File: src/rtl/obstacle_pkg.sv
// Obstacle types and playfield constants shared by the slots
// and the spawner.
package obstacle_pkg;

  typedef enum logic [1:0] {
    NONE         = 2'd0,
    CACTUS_SMALL = 2'd1,
    CACTUS_LARGE = 2'd2,
    PTERODACTYL  = 2'd3
  } type_t;

  localparam int SPEED_SCALE = 1024;
  localparam int GAME_WIDTH  = 640;

  localparam logic [14:0] MIN_SPEED [4] = '{
    15'd0, 15'd0, 15'd0, 15'd8704
  };

endpackage

File: src/rtl/spawner_pkg.sv
// Spawner FSM states and default tuning.
package spawner_pkg;

  typedef enum logic [2:0] {
    IDLE,
    CLEARING,
    READY,
    DECIDE,
    REQUEST,
    CRASHED
  } state_t;

  localparam int CLEAR_FRAMES_DEF = 180;
  localparam int MAX_DUP_DEF      = 2;
  localparam int DUP_W            = 4;
  localparam int CNT_W            = 16;

endpackage

File: src/rtl/obstacle_type_picker.sv
// Maps a random value to an obstacle type, steering away from
// over-repeated types and from pterodactyls at low speed.
module obstacle_type_picker
  import obstacle_pkg::*;
  import spawner_pkg::*;
#(
  parameter int MAX_DUPLICATION = MAX_DUP_DEF
) (
  input  logic [10:0]      rng,
  input  type_t            last_type,
  input  logic [DUP_W-1:0] dup_count,
  input  logic [14:0]      speed,
  output type_t            typ
);

  type_t c0, c1, c2;
  logic  bad0, bad1;

  function automatic type_t rotate(input type_t t);
    case (t)
      CACTUS_SMALL: return CACTUS_LARGE;
      CACTUS_LARGE: return PTERODACTYL;
      default:      return CACTUS_SMALL;
    endcase
  endfunction

  function automatic logic invalid(
    input type_t            t,
    input type_t            last,
    input logic [DUP_W-1:0] dup,
    input logic [14:0]      spd
  );
    return (t == last && dup >= DUP_W'(MAX_DUPLICATION)) ||
           (t == PTERODACTYL && spd < MIN_SPEED[PTERODACTYL]);
  endfunction

  // Two rotations always reach a legal type.
  always_comb begin
    c0   = type_t'(2'(rng % 11'd3) + 2'd1);
    c1   = rotate(c0);
    c2   = rotate(c1);
    bad0 = invalid(c0, last_type, dup_count, speed);
    bad1 = invalid(c1, last_type, dup_count, speed);
    typ  = bad0 ? (bad1 ? c2 : c1) : c0;
  end

endmodule

File: src/rtl/obstacle_spawner.sv
// Chooses when, what and where the next obstacle spawns.
// Optional counters: define OBSTACLE_SPAWNER_STATS_EN.
module obstacle_spawner
  import obstacle_pkg::*;
  import spawner_pkg::*;
#(
  parameter int SLOT_COUNT      = 3,
  parameter int CLEAR_FRAMES    = CLEAR_FRAMES_DEF,
  parameter int MAX_DUPLICATION = MAX_DUP_DEF
) (
  input  logic                   clk,
  input  logic                   rst,
  input  logic                   update,
  input  logic                   start_game,
  input  logic                   crash,
  input  logic [14:0]            speed,
  input  logic [10:0]            rng_data,
  input  logic [SLOT_COUNT-1:0]  slot_active,
  input  logic signed [10:0]     slot_x_pos [SLOT_COUNT],
  input  logic [9:0]             slot_width [SLOT_COUNT],
  input  logic [10:0]            slot_gap   [SLOT_COUNT],
  output logic [SLOT_COUNT-1:0]  start,
  output type_t                  typ [SLOT_COUNT],
  output logic                   spawning
`ifdef OBSTACLE_SPAWNER_STATS_EN
  ,
  output logic [15:0]            spawn_count,
  output logic [15:0]            reject_count
`endif
);

  localparam int SW = (SLOT_COUNT > 1) ? $clog2(SLOT_COUNT) : 1;

  state_t                 state_q, state_d;
  logic [CNT_W-1:0]       cnt_q, cnt_d;
  logic [10:0]            rng_q, rng_d;
  logic [SLOT_COUNT-1:0]  start_q, start_d;
  type_t                  typ_q [SLOT_COUNT];
  type_t                  typ_d [SLOT_COUNT];
  type_t                  last_type_q, last_type_d;
  type_t                  req_type_q, req_type_d;
  logic [DUP_W-1:0]       dup_q, dup_d;
  logic [SW-1:0]          last_slot_q, last_slot_d;
  logic [SW-1:0]          req_slot_q, req_slot_d;

  type_t                  pick;
  logic                   free_found;
  logic [SW-1:0]          free_idx;
  logic signed [12:0]     far_sum;
  logic                   gap_ok;

  obstacle_type_picker #(
    .MAX_DUPLICATION(MAX_DUPLICATION)
  ) u_picker (
    .rng      (rng_q),
    .last_type(last_type_q),
    .dup_count(dup_q),
    .speed    (speed),
    .typ      (pick)
  );

  // Right edge of the newest obstacle plus the gap it asked for.
  assign far_sum = {{2{slot_x_pos[last_slot_q][10]}}, slot_x_pos[last_slot_q]}
                 + {3'b000, slot_width[last_slot_q]}
                 + {2'b00, slot_gap[last_slot_q]};
  assign gap_ok  = !slot_active[last_slot_q] ||
                   (far_sum < $signed(13'(GAME_WIDTH)));

  always_comb begin
    free_found = 1'b0;
    free_idx   = '0;
    for (int i = SLOT_COUNT - 1; i >= 0; i--) begin
      if (!slot_active[i]) begin
        free_found = 1'b1;
        free_idx   = SW'(i);
      end
    end
  end

  always_comb begin
    state_d     = state_q;
    cnt_d       = cnt_q;
    rng_d       = rng_q;
    start_d     = start_q;
    typ_d       = typ_q;
    last_type_d = last_type_q;
    req_type_d  = req_type_q;
    dup_d       = dup_q;
    last_slot_d = last_slot_q;
    req_slot_d  = req_slot_q;
    if (crash) begin
      state_d = CRASHED;
      start_d = '0;
    end else begin
      unique case (state_q)
        IDLE, CRASHED: begin
          if (start_game) begin
            state_d     = CLEARING;
            cnt_d       = '0;
            last_type_d = NONE;
            dup_d       = '0;
          end
        end
        CLEARING: begin
          if (update) begin
            if (cnt_q == CNT_W'(CLEAR_FRAMES - 1)) state_d = READY;
            else cnt_d = cnt_q + CNT_W'(1);
          end
        end
        READY: begin
          if (update && gap_ok) begin
            rng_d   = rng_data;
            state_d = DECIDE;
          end
        end
        DECIDE: begin
          state_d = READY;
          if (free_found) begin
            start_d[free_idx] = 1'b1;
            typ_d[free_idx]   = pick;
            req_slot_d        = free_idx;
            req_type_d        = pick;
            state_d           = REQUEST;
          end
        end
        REQUEST: begin
          if (slot_active[req_slot_q]) begin
            start_d     = '0;
            last_slot_d = req_slot_q;
            last_type_d = req_type_q;
            state_d     = READY;
            if (req_type_q != last_type_q) dup_d = DUP_W'(1);
            else if (dup_q < DUP_W'(MAX_DUPLICATION)) dup_d = dup_q + DUP_W'(1);
          end
        end
        default: state_d = IDLE;
      endcase
    end
  end

  always_ff @(posedge clk) begin
    if (rst) begin
      state_q     <= IDLE;
      cnt_q       <= '0;
      rng_q       <= '0;
      start_q     <= '0;
      last_type_q <= NONE;
      req_type_q  <= NONE;
      dup_q       <= '0;
      last_slot_q <= '0;
      req_slot_q  <= '0;
      for (int i = 0; i < SLOT_COUNT; i++) typ_q[i] <= NONE;
    end else begin
      state_q     <= state_d;
      cnt_q       <= cnt_d;
      rng_q       <= rng_d;
      start_q     <= start_d;
      last_type_q <= last_type_d;
      req_type_q  <= req_type_d;
      dup_q       <= dup_d;
      last_slot_q <= last_slot_d;
      req_slot_q  <= req_slot_d;
      typ_q       <= typ_d;
    end
  end

  assign start    = start_q;
  assign typ      = typ_q;
  assign spawning = |start_q;

`ifdef OBSTACLE_SPAWNER_STATS_EN
  logic [15:0] spawn_q, reject_q;
  logic        acc_ev, rej_ev, clr_ev;

  assign acc_ev = !crash && state_q == REQUEST && slot_active[req_slot_q];
  assign rej_ev = !crash && state_q == DECIDE && !free_found;
  assign clr_ev = !crash && start_game &&
                  (state_q == IDLE || state_q == CRASHED);

  always_ff @(posedge clk) begin
    if (rst || clr_ev) begin
      spawn_q  <= '0;
      reject_q <= '0;
    end else begin
      if (acc_ev && spawn_q != 16'hFFFF) spawn_q <= spawn_q + 16'd1;
      if (rej_ev && reject_q != 16'hFFFF) reject_q <= reject_q + 16'd1;
    end
  end

  assign spawn_count  = spawn_q;
  assign reject_count = reject_q;
`endif

endmodule
File: config.mk
export PLATFORM = sky130hd
export DESIGN_NAME = obstacle_spawner
export DESIGN_NICKNAME = d
export VERILOG_FILES = /design/src/rtl/obstacle_pkg.sv /design/src/rtl/spawner_pkg.sv /design/src/rtl/obstacle_type_picker.sv /design/src/rtl/obstacle_spawner.sv
export SDC_FILE = /design/constraint.sdc
export NUM_CORES = 1
export LEC_CHECK = 0
export CELL_PAD_IN_SITES_DETAIL_PLACEMENT = 0
export CELL_PAD_IN_SITES_GLOBAL_PLACEMENT = 2
export CORE_MARGIN = 4
export CORE_UTILIZATION = 28
export DETAILED_ROUTE_END_ITERATION = 8
export GPL_TIMING_DRIVEN = 1
export MAX_ROUTING_LAYER = met4
export PLACE_DENSITY_LB_ADDON = 0.3
export REMOVE_ABC_BUFFERS = 1
export SYNTH_ARGS = -nofsm -noshare
export SYNTH_HDL_FRONTEND = slang
export SYNTH_SLANG_ARGS = --single-unit
File: constraint.sdc
create_clock -name clk -period 8.65 [get_ports clk]
set_input_delay 1.73 -clock clk [delete_from_list [all_inputs] [get_ports clk]]
set_output_delay 1.73 -clock clk [all_outputs]
set_load 0.02 [all_outputs]
### Yosys cells after proc, flatten, opt, wreduce, memory -nomap -nowiden

Cells that the tools add are included.

| operators by class | value |
|---|---|
| add/sub/neg operators | 5 |
| div/mod/pow operators | 1 |
| order comparisons | 11 |
| equal/unequal tests | 28 |
| muxes and demuxes | 51 |
| bitwise operators | 4 |
| reductions and logical operators | 27 |

Operator list:

| kind | number |
|---|---|
| $mux W16 | 3 |
| $bmux W11 S2 | 2 |
| $mux W11 | 4 |
| $pmux W16 S2 | 1 |
| $mux W3 | 9 |
| $bmux W10 S2 | 1 |
| $mux W10 | 2 |
| $reduce_and A5 Y1 | 4 |
| $ne A3 B3 Y1 const B | 6 |
| $add A16 B1 Y16 const B | 1 |
| $eq A16 B8 Y1 const B | 1 |
| $mux W2 | 8 |
| $mux W4 | 4 |
| $lt A15 B14 Y1 const B | 1 |
| $pmux W3 S5 | 1 |
| $ne A2 B2 Y1 const B | 7 |
| $add A12 B12 Y13 | 1 |
| $lt A13 B11 Y1 const B | 1 |
| $add A11 B11 Y12 | 1 |
| $pmux W2 S2 | 3 |
| $reduce_and A3 Y1 | 4 |
| $mod A11 B2 Y11 const B | 1 |
| $lt A2 B3 Y1 const B | 3 |
| $eq A2 B2 Y1 const B | 4 |
| 31 further kinds | 54 |

| storage, ports and cells | value |
|---|---|
| flip-flop bits (word level) | 51 |
| output and inout port bits | 10 |

### Depth between registers and ports, before layout

Gate-level depths: netlist of the first run.

| depth | value |
|---|---|
| depth in word-level cells | 12 |
| mapped depth | 26 |

### By module

A second synthesis of the first run with hierarchy kept.

| unflattened totals | value |
|---|---|
| cells, all modules | 622 |
| area total of the unflattened synthesis | 4,833.4 µm² |

By module, submodules not included:

| module | instances | cells each | area each (µm²) | seq. area each (µm²) |
|---|---|---|---|---|
| obstacle_spawner | 1 | 454 | 3,636.0 | 1,021.0 |
| obstacle_type_picker | 1 | 168 | 1,197.4 | 0.0 |

### Worst setup path after synthesis of the first run

No wires, ideal clock.

| path | value |
|---|---|
| kind | in2reg |
| from | in slot_width[6] (netlist bit) |
| to | reg rng_q[1] |
| arrival | 5,132 ps |
| data required time | 8,522 ps |
| setup slack | 3,391 ps |
| stages on the path | 15 |
| buffers on the path | 1 |
| cell sequence | mux2i_1 o21ai_0 fa_1 ha_1 a21oi_1 nand2_1 a211oi_1 o31ai_1 a2111oi_0 nor3_1 xnor2_1 a2111oi_0 buf_4 mux2i_1 nor2_1 |

| on the way | value |
|---|---|
| cells in the longest elaborated chain, start to end | 9 |

Ends and longest elaborated chain:

| item | RTL line | source |
|---|---|---|
| start, declared | obstacle_spawner.sv:20 | `input logic [9:0] slot_width [SLOT_COUNT],` |
| $bmux W10 S2 | obstacle_spawner.sv:64 | `+ {3'b000, slot_width[last_slot_q]}` |
| $mux W10 (implied by the code) (2 in series) | obstacle_spawner.sv:64 |  |
| $add A11 B11 Y12 | obstacle_spawner.sv:64 |  |
| $add A12 B12 Y13 | obstacle_spawner.sv:65 | `+ {2'b00, slot_gap[last_slot_q]};` |
| $lt A13 B11 Y1 | obstacle_spawner.sv:67 | `(far_sum < $signed(13'(GAME_WIDTH)));` |
| $logic_or A1 B1 Y1 | obstacle_spawner.sv:66 | `assign gap_ok = !slot_active[last_slot_q] \|\|` |
| $logic_and A1 B1 Y1 | obstacle_spawner.sv:111 | `if (update && gap_ok) begin` |
| $reduce_and A3 Y1 (no source line) | n/a |  |
| end signal, assigned | obstacle_spawner.sv:156 | `rng_q <= rng_d;` |
| end, declared | obstacle_spawner.sv:36 | `logic [10:0] rng_q, rng_d;` |

Every way passes these cells. The select of a mux whose other input is x is not followed.
A chain may end at the register's enable or synchronous reset.

### Worst setup path after layout of the first run

| path | value |
|---|---|
| from | in slot_x_pos[28] (netlist bit) |
| to | reg rng_q[9] |

| on the way | value |
|---|---|
| cells in the longest elaborated chain, start to end | 9 |

Ends and longest elaborated chain:

| item | RTL line | source |
|---|---|---|
| start, declared | obstacle_spawner.sv:19 | `input logic signed [10:0] slot_x_pos [SLOT_COUNT],` |
| $bmux W11 S2 | obstacle_spawner.sv:63 | `assign far_sum = {{2{slot_x_pos[last_slot_q][10]}}, slot_x_pos[last_slot_q]}` |
| $mux W11 (implied by the code) (2 in series) | obstacle_spawner.sv:63 |  |
| $add A11 B11 Y12 | obstacle_spawner.sv:64 |  |
| $add A12 B12 Y13 | obstacle_spawner.sv:65 |  |
| $lt A13 B11 Y1 | obstacle_spawner.sv:67 |  |
| $logic_or A1 B1 Y1 | obstacle_spawner.sv:66 |  |
| $logic_and A1 B1 Y1 | obstacle_spawner.sv:111 |  |
| $reduce_and A3 Y1 (no source line) | n/a |  |

Every way passes these cells. The select of a mux whose other input is x is not followed.

==> implementation parameters, run 1 <==
Parameter                              Value

Status
  Result of the run ... complete, no violations

Synth
  Top-area cell type share of the netlist area ... between 20 and 25%
  Fraction of registers with async set/reset ... 0%
  Post-synthesis cell type with the largest combined area ... dfxtp_1
  Number of synthesized register bits ... between 50 and 60
  Synth cell types ... 71
  Main flop type after synthesis ... dfxtp_1
  Synth Warn # ... 0
  Average footprint of a synthesized cell ... 7.73 um2
  Cell types with the largest area share after synthesis ... dfxtp_1 (23%), mux2i_1 (11%), o21ai_0 (5.7%), ha_1 (5.6%), nand2_1 (5.5%)
  Post-synthesis instance area ... between 0.004 and 0.005 mm2
  Number of flops mapped to enable cells by yosys ... 0
  Share of synthesized area occupied by flip-flops and latches ... between 20% and 30%
  Number of standard cells after synthesis ... slightly below 600

Layout
  Count of placed standard cells in the final layout, fillers left out ... about 900
  Area added between synthesis and finish ... 36.4%
  Antenna diode instance count ... 0
  Nets@finish ... approximately 850
  Fraction of final layout cells sized beyond drive strength 1 ... roughly 3.6%
  Final std cell area, no fill ... about 0.006 mm2
  Most common cell after layout, fill and taps aside ... clkdlybuf4s50_1
  Leading cell types in the layout, fill and taps excluded ... clkdlybuf4s50_1 (130), nand2_1 (65), nor2_1 (59)

Global routing
  Maximum number of pins on one net before global-route repair ... 36
  Vias in the first global route ... around 4300
  Global-route wire length before repair ... ~21 mm
  Antenna violations before repair ... 0
  Tot GR Track Use ... around 15%
  Final global-route overflow total ... 0

Clock network
  Total clock buffers created by CTS ... 5
  TritonCTS clock tree ... done
  CTS clock-pin slew for the worst setup and hold paths ... 0.07 ns
  CTS Root Cell ... clkbuf_16
  CTS Hold Buffers Added ... 0
  Post-CTS resize count ... 0
  Longest Clk Path Bufs ... 2
  Buffers inserted during post-CTS setup optimization ... 0
  CTS H-Tree Depth ... 2
  Sink count of the clock tree ... a little over 50
  Clock latency on the worst-skew pair ... between 0.2 and 0.3 ns

STA
  Number of setup violations in the final report ... 0
  RSZ-0062 raised after global routing ... no
  Final max-slew violation count ... 0
  Aggregate negative setup slack ... 0 ns
  Hold_ws ... 0.487 ns
  Achievable frequency ... 180 MHz
  Tmin final ... 5.56 ns
  Worst-Margin Slew ... between 1 and 1.5 ns
  Max Clock Skew ... roughly 0.0044 ns
  Final period utilization ... approximately 64%
  Worst slew margin relative to its limit ... ~30%
  Final-report hold violation count ... 0

Place
  Final weighted congestion in routability-driven placement ... around 0.83
  Placed cell count ... approximately 900
  Total half-perimeter wirelength after legalization and detailed placement ... ~11 mm
  Post-Place Cell Area ... slightly below 0.006 mm2
  Count of port buffers added during placement ... 130

Floorplan
  Area of the die ... 0.0181 mm2
  Number of top-level pins ... 140
  Width of the chip ... around 130 um
  Chip Height ... ~130 um
  Area of the placeable core ... around 0.015 mm2
  Site Rows ... 45
  Effective utilization at floorplan ... between 20% and 30%

Critical path
  Critical Path RT ... between 8 and 9 ns
  Classification of the worst setup path ... input pin to flop
  WP data arrival ... approximately 5.7 ns
  CP max FO ... 11
  Critical Path Sink Type ... flop
  Critical path startpoint category ... input pin

Flow run
  Maxcap violations ... 0

Routing
  Average detailed-routed wire length per instance ... ~15 um
  Antenna violation net count after detailed routing ... 0
  Number of vias per cell ... 4.96
  Number of detailed-routing iterations run before antenna repair ... 5
  Initial detailed-routing violation count ... 142
  Overall via count from detail_route ... 4483
  Remaining DRCs ... 0
  Total routed wirelength ... ~13 mm

Power
  Leakage power of the design ... between 2 and 2.5 nW
  Sum of internal, switching and leakage power ... ~0.61 mW
  Power density cells ... about 100 mW/mm2
  Maximum VDD drop ... approximately 0.063 mV

Min path
  Class of the worst hold path ... flop to flop
-- metal layers --
| metal | track usage, % | wire length, um |
|---|---|---|
| met2 | 24.1 | 6170 |
| met1 | 19.1 | 6350 |
| met3 | 2.59 | 764 |
| met4 | 1.70 | 33 |
| met5 | - | 0 |
-- state kept, by name, summed over array words and instances, names as in the netlist --
register,cells
typ,6
start,3
req_type_q,2
cnt_q,16
last_slot_q,2
rng_q,11
last_type_q,2
state_q,3
dup_q,4
req_slot_q,2
-- layout make-up --
type                            instances  area [um2]
Multi-Input combinational cell        477        3250
Tap cell                              211         264
Fill cell                            1624        9330
Clock inverter                          1        8.76
Inverter                               23        86.3
Timing Repair Buffer                  134        1330
Sequential cell                        51        1020
Clock buffer                            7         143
-- worst max-delay path, stage by stage --
cell	delay [ns]
clkdlybuf4s50_1	0.46
mux2i_1	0.06
o21ai_0	0.30
fa_1	0.45
ha_1	0.37
a21oi_1	0.23
nand2_1	0.08
a211oi_1	0.24
o31ai_1	0.16
a2111oi_0	0.38
nor3_1	0.13
xnor2_1	0.17
a2111oi_2	0.38
buf_4	0.31
mux2i_1	0.22
nor2_1	0.06
-- stage by stage --
step	utilization [%]	setup slack (ns)
final	39.6	3.09
after global routing	39.6	2.64
after CTS	39.6	3.04
after detailed placement	38.6	2.76
after global placement	38.6	2.77
after floorplan	-	1.09
-- power breakdown --
| group | internal, mW | switching [mW] | total [mW] |
|---|---|---|---|
| logic | 0.0935 | 0.0737 | 0.167 |
| registers | 0.238 | 0.00479 | 0.242 |
| clock network | 0.116 | 0.0883 | 0.204 |
| total | 0.447 | 0.167 | 0.614 |
-- worst paths after layout --
| path | start | endpoint | slack [ns] | cells past startpoint |
|---|---|---|---|---|
| max reg2reg | last_slot_q[0] | rng_q[9] | 3.24 | 17 |
| max | slot_x_pos[28] | rng_q[9] | 3.09 | 16 |
| min reg2reg | typ[0] | typ[0] | 0.49 | 2 |
| min | typ[0] | typ[0] | 0.49 | 2 |
-- logic make-up after synthesis --
group,count (synthesis),share of synthesized area (%)
buf+inv,51,4.78
mux,53,11.9
xor+xnor,25,5.06
flops,51,22.8
compound gates,142,20.1
simple gates,228,25.7
fa+ha+maj,29,9.62
-- synth_stat cells (10+ instances only) --
library cell	number
nand2_1	65
nor2_1	59
dfxtp_1	51
mux2i_1	51
o21ai_0	51
a21oi_1	26
inv_1	22
clkbuf_1	20
ha_1	20
nand3_1	20
xor2_1	18
nand3b_1	13
nor3_1	11
nand2b_1	10
Power figures use the tool's default switching activity.
==> run 2: changes to the inputs <==
--- a/config.mk
+++ b/config.mk
@@ -8,7 +8,7 @@
 export CELL_PAD_IN_SITES_DETAIL_PLACEMENT = 0
 export CELL_PAD_IN_SITES_GLOBAL_PLACEMENT = 2
 export CORE_MARGIN = 4
-export CORE_UTILIZATION = 28
+export CORE_UTILIZATION = 24
 export DETAILED_ROUTE_END_ITERATION = 8
 export GPL_TIMING_DRIVEN = 1
 export MAX_ROUTING_LAYER = met4
==> constraint.sdc (replaced) <==
create_clock -name clk -period 4.54 [get_ports clk]
set_input_delay 0.908 -clock clk [delete_from_list [all_inputs] [get_ports clk]]
set_output_delay 0.908 -clock clk [all_outputs]
set_load 0.02 [all_outputs]
==> run 2 against run 1 <==
Compared with the run above:
- sequential share of layout area is 2.1 points lower
- die area is 16% higher
- first-iteration DRC count is 2.8% lower
- clock skew is 0.0064 ns higher
- final cell count is 9.1% higher
- global-route usage is 1.4 points lower
- sequential cell count stayed put
- clock power is 110% higher
- critical path type is now flop to flop
==> implementation parameters, run 2 (synthesized netlist as in run 1, its figures left out) <==
Parameter                              Value

Layout
  Footprint of the multi-input gates ... 0.00359 mm2 (+11%)
  Core occupancy in the finished layout ... 38.8% (-0.76 points)
  Most flop-heavy register ... cnt_q
  Register cell area after layout ... 0.00103 mm2 (+0.86%)
  Final std cell area, no fill ... 0.00704 mm2 (+15%)
  Nets@finish ... 915 (+7.5%)
  Area added between synthesis and finish ... 57.4%
  Count of placed standard cells in the final layout, fillers left out ... 986 (+9.1%)
  Fraction of final layout cells sized beyond drive strength 1 ... 19.0% (+15 points)
  Max FFs per register ... 16 (unchanged)
  Layout fillers ... 1862 (+15%)
  Leading cell types in the layout, fill and taps excluded ... clkdlybuf4s50_1 (122), nand2_1 (61), buf_4 (60)
  Most common cell after layout, fill and taps aside ... clkdlybuf4s50_1
  Antenna diode instance count ... 0 (unchanged)

Place
  Total half-perimeter wirelength after legalization and detailed placement ... 11.1 mm (+4.7%)
  Worst Setup Slack post-DPL ... -0.538 ns (-3.30 ns)
  Post-Place Cell Area ... 0.00638 mm2 (+7.1%)
  Final weighted congestion in routability-driven placement ... 0.804 (-3.4%)
  Count of port buffers added during placement ... 130 (unchanged)
  Placed cell count ... 966 (+7.8%)

STA
  Worst slew margin relative to its limit ... 27.4% (-2.6 points)
  Achievable frequency ... approximately 220 MHz
  Max Clock Skew ... 0.0109 ns (+0.00642 ns)
  Final-report hold violation count ... 0 (unchanged)
  Hold_ws ... 0.494 ns (+0.00669 ns)
  Number of setup violations in the final report ... 0 (unchanged)
  Aggregate negative setup slack ... 0 ns (unchanged)
  RSZ-0062 raised after global routing ... yes
  Worst setup margin ... 0.0419 ns (-3.05 ns)
  Final max-slew violation count ... 0 (unchanged)
  Worst-Margin Slew ... 1.09 ns (+0.0396 ns)
  Tmin final ... about 4.5 ns
  Final period utilization ... 99.1%

Clock network
  CTS Root Cell ... clkbuf_16
  CTS Hold Buffers Added ... 0 (unchanged)
  TritonCTS clock tree ... done
  Total clock buffers created by CTS ... 5 (unchanged)
  CTS clock-pin slew for the worst setup and hold paths ... 0.07 ns (about the same)
  Clock latency on the worst-skew pair ... 0.29 ns (about the same)
  CTS H-Tree Depth ... 2 (unchanged)
  Longest Clk Path Bufs ... 2 (unchanged)
  Sink count of the clock tree ... 51 (unchanged)

Power
  Power density cells ... 185 mW/mm2 (+84%)
  Net switching fraction of the power ... 27.0% (-0.13 points)
  Leakage power of the design ... 2.61 nW (+23%)
  Share of total power in sequential cells ... 35.3% (-4.2 points)
  Internal power ... 0.952 mW (+110%)
  Logic pwr share ... 31.6% (+4.4 points)
  Maximum VDD drop ... 0.225 mV (+260%)
  Clock power frac ... 33.1% (-0.2 points)
  Sum of internal, switching and leakage power ... 1.31 mW (+110%)
  Switching power total ... 0.353 mW (+110%)

Critical path
  Classification of the worst setup path ... flop to flop
  Launch instance of the worst register-to-register path ... rng_q[7]
  Standard cell with the maximum stage delay on the critical path ... or4_4
  Critical path startpoint category ... flop
  Maximum cell stage delay along the critical path ... 0.44 ns (-0.02 ns)
  Critical Path Sink Type ... flop
  WP data arrival ... 4.67 ns (-1.07 ns)
  CP max FO ... 7 (-4)
  Kind of cell with the highest combined delay on the critical path ... simple AND/OR/NAND/NOR gates
  Critical Path Source ... rng_q[7]
  Crit-path cells ... buf_6 > nand4b_1 > mux2i_4 > o22a_1 > nor3_4 > mux2i_1 > mux2i_1 > o21ai_1 > ha_2 > inv_2 > or4_4 > and2_4 > o22a_1 > o22ai_4 > ha_4 > nand2_4 > buf_6 > or4_1 > a31o_1 > a32oi_2 > o31ai_1
  Number of buffers and inverters on the critical path ... 3 (+1)
  Critical Path RT ... 4.71 ns (-4.11 ns)

Global routing
  Maximum number of pins on one net before global-route repair ... 35 (-2.8%)
  Routing usage on met1 ... 16.5% (-2.6 points)
  Final global-route overflow total ... 0 (unchanged)
  Routing usage on met2 ... 22.5% (-1.5 points)
  Global-route wire length before repair ... 21.9 mm (+2.7%)
  Antenna violations before repair ... 0 (unchanged)
  Vias in the first global route ... 4634 (+8.2%)
  Global-route track usage on met3 ... 2.12% (-0.47 points)
  Tot GR Track Use ... 13.1% (-1.4 points)
  Most congested layer reported by global routing ... met2

Routing
  Average detailed-routed wire length per instance ... 14.2 um (-3.4%)
  Overall via count from detail_route ... 4771 (+6.4%)
  Antenna violation net count after detailed routing ... 0 (unchanged)
  Remaining DRCs ... 0 (unchanged)
  Total routed wirelength ... 14.0 mm (+5.4%)
  Number of detailed-routing iterations run before antenna repair ... 4 (-1)
  Number of vias per cell ... 4.84 (-2.4%)
  Initial detailed-routing violation count ... 138 (-2.8%)

Floorplan
  Width of the chip ... 145 um (+7.5%)
  Chip Height ... 145 um (+7.5%)
  Area of the die ... 0.0209 mm2 (+16%)
  Effective utilization at floorplan ... 24.6% (-4.3 points)
  Number of top-level pins ... 140 (unchanged)
  Site Rows ... 49 (+8.9%)
  Area of the placeable core ... 0.0181 mm2 (+18%)

Status
  Result of the run ... complete, no violations

Flow run
  Maxcap violations ... 0 (unchanged)

Min path
  Class of the worst hold path ... flop to flop
  Hold Path Origin ... cnt_q[1]
## run 2: cell types whose count changed in the layout (fill, tap and decap cells not counted), sizes merged, moves of 2 or more
cell           delta
buf              +64
clkbuf            -2
clkdlybuf4s50     -8
dlymetal6s2s      +8
## run 2: worst paths after layout
kind	end	slack [ns]	cells after the start
worst max-delay path	typ[5]	0.04	21
worst min register to register	cnt_q[1]	0.49	2
worst max register to register	typ[5]	0.04	21
worst min-delay path	cnt_q[1]	0.49	2
## run 2: timing repair
action,in CTS,in global routing
resized for setup,55,59
buffers inserted,5,6
pin swaps,32,33
cloned,1,0
setup endpoints to repair,19,19
## run 2: final cells by class
type / instances / area share [%]
multi-input cells: 477 / 51.0
flip-flops and latches: 51 / 14.6
repair buffers: 198 / 26.6
clock buffers: 5 / 1.78
inverters: 23 / 1.23
well taps: 229 / 4.07
clock inverters: 3 / 0.658
## run 2: tightest hold or removal path: stages (launching register included)
cell and delay (ns):
dfxtp_1 0.32, nand2b_1 0.07, a21oi_1 0.05
## run 2: power by group through the flow
stage	Sequential (mW)	Clock, mW	Combinational, mW
3_5_place_dp	0.472	0	0.354
2_1_floorplan	0.470	0	0.163
6_report	0.460	0.433	0.412
3_3_place_gp	0.471	0	0.351
5_1_grt	0.461	0.465	0.453
4_1_cts	0.460	0.447	0.387
## run 2: per-layer routing
metal	part of all wire (%)	routed length (um)	vias up
met2	46	6520	111
met3	6.3	887	9
met4	0.99	139	0
li1	-	-	2437
met1	46	6490	2214
met5	0	0	-
==> run 3: changes to the inputs <==
--- a/config.mk
+++ b/config.mk
@@ -8,12 +8,12 @@
 export CELL_PAD_IN_SITES_DETAIL_PLACEMENT = 0
 export CELL_PAD_IN_SITES_GLOBAL_PLACEMENT = 2
 export CORE_MARGIN = 4
-export CORE_UTILIZATION = 24
+export CORE_UTILIZATION = 25
 export DETAILED_ROUTE_END_ITERATION = 8
 export GPL_TIMING_DRIVEN = 1
-export MAX_ROUTING_LAYER = met4
 export PLACE_DENSITY_LB_ADDON = 0.3
 export REMOVE_ABC_BUFFERS = 1
 export SYNTH_ARGS = -nofsm -noshare
 export SYNTH_HDL_FRONTEND = slang
+export SYNTH_HIERARCHICAL = 1
 export SYNTH_SLANG_ARGS = --single-unit
==> run 3 against run 2 <==
Compared with the run above:
- the run now ends with negative setup slack left
- synthesized cell count up 7.4%
- clock-buffer cell count unchanged
- final area up 3.1%
- first-iteration DRC count up 56%
- clock power down 6.2%
- critical endpoint is now typ[2]
- largest cell class unchanged
- highest routed layer unchanged
==> implementation parameters, run 3 <==
Parameter                              Value

Status
  Result of the run ... finished, violations left
  Violations in the final reports ... negative setup slack

Synth
  Synth top cells by count ... nor2_1 (66), nand2_1 (57), mux2i_1 (55), dfxtp_1 (51), o21ai_0 (50)
  Top-area cell type share of the netlist area ... 21.1% (-1.7 points)
  Synth Warn # ... 6 (+6)
  Number of standard cells after synthesis ... 622 (+7.4%)
  Fraction of registers with async set/reset ... 0% (unchanged)
  Post-synthesis instance area ... 0.00483 mm2 (+8.1%)
  Synth cell types ... 81 (+14%)
  Share of synthesized area occupied by flip-flops and latches ... 21.1% (-1.7 points)
  Number of synthesized register bits ... 51 (unchanged)
  Average footprint of a synthesized cell ... 7.77 um2 (+0.59%)
  Cell types with the largest area share after synthesis ... dfxtp_1 (21%), mux2i_1 (11%), o21ai_0 (5.2%), nor2_1 (5.1%), ha_1 (4.9%)
  Post-synthesis cell type with the largest combined area ... dfxtp_1
  Main flop type after synthesis ... dfxtp_1
  Leading cell type by number of instances after synthesis ... nor2_1
  Number of flops mapped to enable cells by yosys ... 0 (unchanged)

STA
  Worst setup margin ... -0.475 ns (-0.517 ns)
  Achievable frequency ... 199 MHz (-10%)
  Final period utilization ... 110% (+11 points)
  Number of setup violations in the final report ... 8 (+8)
  Worst slew margin relative to its limit ... 52.0% (+25 points)
  Worst-Margin Slew ... 0.714 ns (-0.372 ns)
  Aggregate negative setup slack ... -3.71 ns (-3.71 ns)
  RSZ-0062 raised after global routing ... yes
  Max Clock Skew ... 0.00926 ns (-0.00160 ns)
  Final-report hold violation count ... 0 (unchanged)
  Tmin final ... 5.02 ns (+0.517 ns)
  Final max-slew violation count ... 0 (unchanged)

Floorplan
  Area of the die ... 0.0216 mm2 (+3.5%)
  Area of the placeable core ... 0.0188 mm2 (+3.8%)
  Site Rows ... 50 (+2.0%)
  Effective utilization at floorplan ... 25.7% (+1.0 points)
  Width of the chip ... 147 um (+1.7%)
  Chip Height ... 147 um (+1.7%)
  Number of top-level pins ... 140 (unchanged)

Power
  Sum of internal, switching and leakage power ... 1.24 mW (-5.0%)
  Leakage power of the design ... 2.73 nW (+4.7%)
  Power density cells ... 171 mW/mm2 (-7.9%)
  Maximum VDD drop ... 0.199 mV (-11%)

Routing
  Met2 wire len ... 7.14 mm (+9.5%)
  Average detailed-routed wire length per instance ... 13.9 um (-2.3%)
  Number of vias per cell ... 4.74 (-2.0%)
  Wire length the detailed router placed on met1 ... 6.98 mm (+7.5%)
  Met3 wire len ... 585 um (-34%)
  Highest Signal Layer ... met4
  Number of detailed-routing iterations run before antenna repair ... 4 (unchanged)
  Total routed wirelength ... 14.8 mm (+5.7%)
  Antenna violation net count after detailed routing ... 0 (unchanged)
  Initial detailed-routing violation count ... 215 (+56%)
  Overall via count from detail_route ... 5058 (+6.0%)
  Remaining DRCs ... 0 (unchanged)

Place
  Count of port buffers added during placement ... 130 (unchanged)
  Total half-perimeter wirelength after legalization and detailed placement ... 11.6 mm (+4.5%)
  Final weighted congestion in routability-driven placement ... 0.824 (+2.5%)
  Worst Setup Slack post-DPL ... -0.818 ns (-0.280 ns)
  Post-Place Cell Area ... 0.00683 mm2 (+7.1%)

Layout
  Layout fillers ... 1956 (+5.0%)
  Most flop-heavy register ... cnt_q
  Final std cell area, no fill ... 0.00725 mm2 (+3.1%)
  Leading cell types in the layout, fill and taps excluded ... clkdlybuf4s50_1 (130), buf_4 (71), nor2_1 (63)
  Area added between synthesis and finish ... 50.1%
  Antenna diode instance count ... 0 (unchanged)
  Nets@finish ... 964 (+5.4%)
  Max FFs per register ... 16 (unchanged)
  Fraction of final layout cells sized beyond drive strength 1 ... 18.0% (-1.1 points)
  Most common cell after layout, fill and taps aside ... clkdlybuf4s50_1

Critical path
  Maximum cell stage delay along the critical path ... 0.56 ns (+0.12 ns)
  Most numerous cell on the critical path ... nor2_1
  Classification of the worst setup path ... flop to flop
  Critical path startpoint category ... flop
  CP max FO ... 5 (-2)
  Standard cell with the maximum stage delay on the critical path ... or4b_4
  Critical Path Sink Type ... flop
  Critical Path RT ... 4.77 ns (+0.06 ns)
  WP data arrival ... 5.25 ns (+0.58 ns)

Clock network
  CTS H-Tree Depth ... 2 (unchanged)
  CTS clock-pin slew for the worst setup and hold paths ... 0.07 ns (about the same)
  CTS Hold Buffers Added ... 0 (unchanged)
  Sink count of the clock tree ... 51 (unchanged)
  TritonCTS clock tree ... done
  CTS Root Cell ... clkbuf_16
  Total clock buffers created by CTS ... 5 (unchanged)
  Clock latency on the worst-skew pair ... 0.30 ns (about the same)
  Longest Clk Path Bufs ... 2 (unchanged)

Global routing
  Maximum number of pins on one net before global-route repair ... 45 (+29%)
  Antenna violations before repair ... 0 (unchanged)
  Tot GR Track Use ... 13.4% (+0.26 points)
  Vias in the first global route ... 5266 (+14%)
  Global-route wire length before repair ... 24.6 mm (+13%)
  Final global-route overflow total ... 0 (unchanged)

Flow run
  Maxcap violations ... 0 (unchanged)

Min path
  Class of the worst hold path ... flop to flop
-- run 3: through the flow --
| stage | util [%] | cells | hold WS, ns |
|---|---|---|---|
| 3_3_place_gp | 36.3 | 1047 | 0.451 |
| 5_1_grt | 38.5 | 1067 | 0.511 |
| 3_5_place_dp | 36.3 | 1047 | 0.468 |
| 4_1_cts | 38.0 | 1064 | 0.481 |
| 2_1_floorplan | - | 591 | 0.436 |
| 6_report | 38.5 | 1067 | 0.476 |
-- run 3: cells by family after synthesis --
logic type / after synthesis / synth area share (%)
xor gates and xnor gates: 22 / 4.27
AOI/OAI and AO/OA: 163 / 22.8
and+or+nand+nor: 246 / 26.2
DFF: 51 / 21.1
adders and majority gates: 28 / 8.65
buffers and inverters: 55 / 4.81
muxes: 57 / 12.2
-- run 3: final timing paths --
kind,endpoint,slack [ns],startpoint,cells past startpoint
worst max-delay path,typ[2],-0.48,rng_q[6],28
worst min-delay path,dup_q[3],0.48,dup_q[3],2
worst max register to register,typ[2],-0.48,rng_q[6],28
worst min register to register,dup_q[3],0.48,dup_q[3],2
-- run 3: cell type report --
cell class              count  area (um2)  share of cell area, %
multi-input cells         516        3730                   51.4
repair buffers            208        1920                   26.5
flip-flops and latches     51        1030                   14.2
well taps                 260         325                   4.48
clock buffers               5         125                   1.72
inverters                  24        90.1                   1.24
clock inverters             3        27.5                  0.379
-- run 3: what timing repair did --
action,CTS,global route
pin swaps,27,19
setup endpoints to repair,8,15
setup buffers,10,3
resized for setup,31,18
-- run 3: per-layer routing --
layer / track usage, % / vias up
met2: 24.2 / 102
met5: 0 / -
li1: - / 2609
met3: 2.16 / 10
met4: 2.05 / 0
met1: 17.1 / 2337
-- run 3: critical path, delay by kind of cell (launching register included) --
| family | cells | cell delay (ns) |
|---|---|---|
| AND/OR/NAND/NOR | 10 | 1.61 |
| buffers and inverters | 3 | 0.25 |
| multiplexers | 2 | 0.20 |
| AO/OA/AOI/OAI | 11 | 2.05 |
| flip-flops | 1 | 0.36 |
| adder cells (fa/ha/maj) | 2 | 0.50 |
-- run 3: power breakdown --
part           switching, mW  internal [mW]  leakage (nW)  total [mW]
registers            0.00781          0.450         0.415       0.458
logic                  0.164          0.212          2.25       0.375
clock network          0.196          0.210        0.0719       0.406
total                  0.368          0.872          2.73        1.24
